`src/rtl/delay_sequencer.sv`:
```
// rtl/delay_sequencer.sv - clear/count/expire sequencer for the 2 kHz game-delay counter
// Optional restart-on-request while busy: define DELAY_SEQ_RETRIGGER_EN.
module delay_sequencer #(
    parameter int PW          = 4,
    parameter int RST_TIMEOUT = 8,
    parameter int TW          = 4
) (
    input  logic          clk_2K,
    input  logic          i_ResetNeg,
    input  logic          i_Req,
    input  logic [PW-1:0] i_Periods,
    input  logic          i_Abort,
    input  logic          i_RstOK,
    input  logic          i_TwoSec,
    output logic          o_RstCounter,
    output logic          o_ActCounter,
    output logic          o_Busy,
    output logic          o_Done,
    output logic          o_Err,
    output logic [PW-1:0] o_PeriodsLeft
);

    typedef enum logic [2:0] {
        IDLE,
        CLEAR,
        WAIT_CLR,
        RUN,
        DONE
    } state_t;

    localparam logic [TW-1:0] TMO_LAST = TW'(RST_TIMEOUT);
    localparam logic [PW-1:0] ONE_PERIOD = PW'(1);

    state_t        state;
    state_t        stateNext;
    logic [PW-1:0] periodsLeft;
    logic [PW-1:0] periodsNext;
    logic          err;
    logic          errNext;
    logic [TW-1:0] tmo;
    logic [TW-1:0] tmoNext;
    logic [TW-1:0] tmoInc;
    logic [PW-1:0] loadPeriods;
    logic          retrig;

    // A zero period count still gives one full period of delay.
    assign loadPeriods = (i_Periods == '0) ? ONE_PERIOD : i_Periods;
    assign tmoInc      = tmo + TW'(1);

`ifdef DELAY_SEQ_RETRIGGER_EN
    assign retrig = i_Req && ((state == CLEAR) || (state == WAIT_CLR) || (state == RUN));
`else
    assign retrig = 1'b0;
`endif

    always_ff @(posedge clk_2K or posedge i_ResetNeg) begin
        if (i_ResetNeg) begin
            state       <= IDLE;
            periodsLeft <= '0;
            err         <= 1'b0;
            tmo         <= '0;
        end else begin
            state       <= stateNext;
            periodsLeft <= periodsNext;
            err         <= errNext;
            tmo         <= tmoNext;
        end
    end

    always_comb begin
        stateNext   = state;
        periodsNext = periodsLeft;
        errNext     = err;
        tmoNext     = tmo;
        if (i_Abort && (state != IDLE)) begin
            stateNext   = IDLE;
            periodsNext = '0;
        end else if (retrig) begin
            stateNext   = CLEAR;
            periodsNext = loadPeriods;
        end else begin
            case (state)
                IDLE: begin
                    if (i_Req && !i_Abort) begin
                        stateNext   = CLEAR;
                        periodsNext = loadPeriods;
                        errNext     = 1'b0;
                    end
                end
                CLEAR: begin
                    tmoNext   = '0;
                    stateNext = WAIT_CLR;
                end
                WAIT_CLR: begin
                    // An acknowledge on the timeout edge still counts.
                    if (i_RstOK) begin
                        stateNext = RUN;
                    end else begin
                        tmoNext = tmoInc;
                        if (tmoInc == TMO_LAST) begin
                            stateNext   = IDLE;
                            errNext     = 1'b1;
                            periodsNext = '0;
                        end
                    end
                end
                RUN: begin
                    if (i_TwoSec) begin
                        if (periodsLeft <= ONE_PERIOD) begin
                            stateNext   = DONE;
                            periodsNext = '0;
                        end else begin
                            stateNext   = CLEAR;
                            periodsNext = periodsLeft - ONE_PERIOD;
                        end
                    end
                end
                DONE: begin
                    stateNext = IDLE;
                end
                default: begin
                    stateNext   = IDLE;
                    periodsNext = '0;
                end
            endcase
        end
    end

    assign o_RstCounter  = (state == CLEAR) || (state == WAIT_CLR);
    assign o_ActCounter  = (state == RUN);
    assign o_Busy        = (state != IDLE);
    assign o_Done        = (state == DONE);
    assign o_Err         = err;
    assign o_PeriodsLeft = periodsLeft;

endmodule

```
`config.mk`:
```
export PLATFORM = sky130hd
export DESIGN_NAME = delay_sequencer
export DESIGN_NICKNAME = d
export VERILOG_FILES = /design/src/rtl/delay_sequencer.sv
export SDC_FILE = /design/constraint.sdc
export NUM_CORES = 1
export LEC_CHECK = 0
export CELL_PAD_IN_SITES_DETAIL_PLACEMENT = 1
export CELL_PAD_IN_SITES_GLOBAL_PLACEMENT = 1
export CORE_MARGIN = 2
export CORE_UTILIZATION = 38
export CTS_CLUSTER_DIAMETER = 150
export CTS_CLUSTER_SIZE = 16
export DETAILED_ROUTE_END_ITERATION = 8
export HOLD_SLACK_MARGIN = 0.08
export PLACE_DENSITY = 0.83
export SKIP_LAST_GASP = 1
export SYNTH_ARGS = -nofsm -noshare
export SYNTH_HDL_FRONTEND = slang
export SYNTH_SLANG_ARGS = --single-unit
```
`constraint.sdc`:
```
create_clock -name clk_2K -period 2.7 [get_ports clk_2K]
set_input_delay 0.405 -clock clk_2K [delete_from_list [all_inputs] [get_ports clk_2K]]
set_output_delay 0.405 -clock clk_2K [all_outputs]
set_load 0.01 [all_outputs]
```
==> impl_metrics.json <==
{
  "path_max_fanout": 13,
  "detail_route.wirelength_um": 2245,
  "worst_slew_pin_slew_ns": 0.6859,
  "final_period_minus_worst_setup_slack_ns": 2.178,
  "grt_setup_unrepaired": "no",
  "cp_data_arrival_time_ns": 1.77,
  "wire_per_inst_um": 15.70,
  "clk_transition_reported_paths_ns": 0.09,
  "tritoncts_clock_tree": "built",
  "achievable-frequency_ghz": 0.4592,
  "starting_density_of_the_core": 0.4115,
  "cp-end-kind": "output port",
  "netlist_area_um2": 832.0,
  "ctsHtreeMaxLevel": 1,
  "design.core.area_mm2": 0.002022,
  "dieHeight_um": 50.80,
  "ioPinCount": 19,
  "synth.yosys.seq_area_share": 0.3609,
  "synthesis.yosys.warnings": 0,
  "synth_cell_types": 35,
  "vdd.ir_drop.worst_mv": 0.4679,
  "post-layout-total-power_mw": 1.029,
  "die_width_um": 50.80,
  "final_cells": 143,
  "drt.antenna.violating_nets": 0,
  "number_of_synthesized_register_bits": 12,
  "cts_post_setup_buffers_inserted": 0,
  "route.detailed.drc": 0,
  "nNetsFinal": 130,
  "worst_slew_margin_rel": 0.5385,
  "synth_cells": 96,
  "initial_antenna_violation_count": 0,
  "vias": 816,
  "cp_cell_sequence": "and2b_1 -> and2_1 -> clkdlybuf4s50_1",
  "cts-root-buf": "sky130_fd_sc_hd__clkbuf_4",
  "global_route.overflow_total": 0,
  "synth_nets": 109,
  "timing.critical_path.slowest_stage_cell": "sky130_fd_sc_hd__dfrtp_1",
  "worst_setup_path_startpoint": "state[1]",
  "post_synthesis_mean_instance_area_um2": 8.667,
  "cts_hold_buf": 0,
  "crit_path_max_incr_delay_ns": 0.60,
  "row_count": 16,
  "clock_tree.buffer_depth": 2,
  "ys.flop_type": "sky130_fd_sc_hd__dfrtp_1",
  "n_antenna_cell": 0,
  "initialDrtViolationCount": 7,
  "synth_enable_flop_cells": 0,
  "port-buffer-count": 18,
  "hp-class": "in -> async",
  "critPathRequiredTime_ns": 2.30,
  "timing.final.setup_violations": 0,
  "clock_insertion_delay_worst_skew_ns": 0.28,
  "tritoncts.num_buffers": 3,
  "design.die.area_mm2": 0.002580,
  "max_cap_viol_count": 0,
  "critical_path.startpoint_type": "flop",
  "globalRouteTotalUtil": 0.1997,
  "synth-async-reset-ratio": 1.000,
  "layout_setup_ws_ns": 0.5223,
  "slew_violations": 0,
  "drive_gt1_frac": 0.1207,
  "cellPowerDensity_mw_per_mm2": 957.9,
  "first_pass_iters": 4,
  "grt_first_pass_wirelength_um": 3877,
  "setup_total_negative_slack_ns": 0,
  "run_status": "finished clean",
  "grt_start_max_net_pins": 14,
  "total_leakage_power_nw": 0.4412,
  "hold_ws_ns": 0.4364,
  "area_growth_pct": 29.17,
  "place.detailed.hpwl_um": 1740,
  "hold_viol": 0,
  "grt_pass1_vias": 814,
  "min_period_over_period": 0.8066,
  "viasPerCell": 5.706,
  "total_instance_count_after_detailed_placement": 139,
  "crit-reg2reg-launch": "o_PeriodsLeft[1]",
  "clkSinkCount": 12,
  "dp_slack_ns": 0.5469,
  "place.gp.congestion": 0.8075,
  "post_cts_resize_count": 0,
  "crit_type": "reg -> out",
  "finClkSkew_ns": 0.0009168
}
## cell type report
| type | instances | area (um^2) |
|---|---|---|
| Inverter | 5 | 18.77 |
| Tap cell | 27 | 33.78 |
| Fill cell | 252 | 947.2 |
| Clock buffer | 4 | 36.28 |
| Multi-Input combinational cell | 76 | 498.0 |
| Sequential cell | 12 | 300.3 |
| Timing Repair Buffer | 19 | 187.7 |
## logic make-up after synthesis
family	synth area share
and+or+nand+nor	0.2887
AOI/OAI and AO/OA	0.2647
DFF	0.3609
buffers and inverters	0.04060
adders and majority gates	0.04512
## critical path: cells and delay by family, from the launching register on
family / cells / cell delay (ns)
DFF: 1 / 0.60
buffers and inverters: 1 / 0.53
and+or+nand+nor: 2 / 0.36
## flip-flops by register name, indices dropped and copies added, names as in the netlist
name / cells
o_PeriodsLeft: 4
tmo: 4
state: 3
o_Err: 1
## placed cells by master, fill, tap and decap left out, types with 2 or more instances in the layout
cell type,instances
sky130_fd_sc_hd__inv_1,5
sky130_fd_sc_hd__o21ai_1,2
sky130_fd_sc_hd__o21ai_0,9
sky130_fd_sc_hd__nand2b_1,5
sky130_fd_sc_hd__and2_1,3
sky130_fd_sc_hd__nand2_1,7
sky130_fd_sc_hd__clkbuf_4,3
sky130_fd_sc_hd__a22o_1,2
sky130_fd_sc_hd__o31ai_1,4
sky130_fd_sc_hd__nor3_1,5
sky130_fd_sc_hd__or3_1,2
sky130_fd_sc_hd__a21oi_1,6
sky130_fd_sc_hd__o22ai_1,2
sky130_fd_sc_hd__dfrtp_1,12
sky130_fd_sc_hd__nand3_1,2
sky130_fd_sc_hd__nor2b_1,2
sky130_fd_sc_hd__clkdlybuf4s50_1,18
sky130_fd_sc_hd__nor2_1,5
sky130_fd_sc_hd__ha_1,3
## Yosys cell counts (2+ instances only)
master / count / share of area
sky130_fd_sc_hd__dfrtp_1: 12 / 0.36
sky130_fd_sc_hd__o21ai_0: 9 / 0.054
sky130_fd_sc_hd__nand2_1: 7 / 0.032
sky130_fd_sc_hd__a21oi_1: 6 / 0.036
sky130_fd_sc_hd__inv_1: 5 / 0.023
sky130_fd_sc_hd__nand2b_1: 5 / 0.038
sky130_fd_sc_hd__nor2_1: 5 / 0.023
sky130_fd_sc_hd__nor3_1: 5 / 0.030
sky130_fd_sc_hd__o31ai_1: 4 / 0.036
sky130_fd_sc_hd__and2_1: 3 / 0.023
sky130_fd_sc_hd__buf_2: 3 / 0.018
sky130_fd_sc_hd__ha_1: 3 / 0.045
sky130_fd_sc_hd__a22o_1: 2 / 0.021
sky130_fd_sc_hd__nand3_1: 2 / 0.012
sky130_fd_sc_hd__nor2b_1: 2 / 0.015
sky130_fd_sc_hd__o21ai_1: 2 / 0.012
sky130_fd_sc_hd__o22ai_1: 2 / 0.015
sky130_fd_sc_hd__or3_1: 2 / 0.015
## per-stage QoR
stage            util  area [um^2]
3_3_place_gp   0.5136         1039
5_1_grt        0.5316         1075
6_report       0.5316         1075
3_5_place_dp   0.5136         1039
4_1_cts        0.5316         1075
2_1_floorplan       -        832.0
## power by group
part	internal [mW]	leakage (nW)	switching (mW)	total, mW
logic	0.269	0.263	0.270	0.539
registers	0.236	0.158	0.102	0.337
clock network	0.0821	0.0210	0.0713	0.153
total	0.587	0.441	0.443	1.03
## worst paths after layout
kind,depth (start not counted),slack [ns],endpoint
worst min-delay path,2,0.44,o_PeriodsLeft[0]
worst min register to register,1,0.51,tmo[3]
min in group clk_2K,1,0.51,tmo[3]
worst max register to register,7,0.75,o_PeriodsLeft[1]
worst max-delay path,3,0.52,o_ActCounter
max in group asynchronous,2,1.93,o_PeriodsLeft[2]
## per-layer routing
| layer | GRT usage | vias up | wire length (um) |
|---|---|---|---|
| met5 | 0 | - | 0 |
| met4 | 0.05405 | 0 | 13 |
| met3 | 0.03869 | 2 | 92 |
| met2 | 0.3246 | 16 | 1100 |
| met1 | 0.2705 | 408 | 1038 |
| li1 | - | 390 | - |
(Power assumes the default switching activity.)
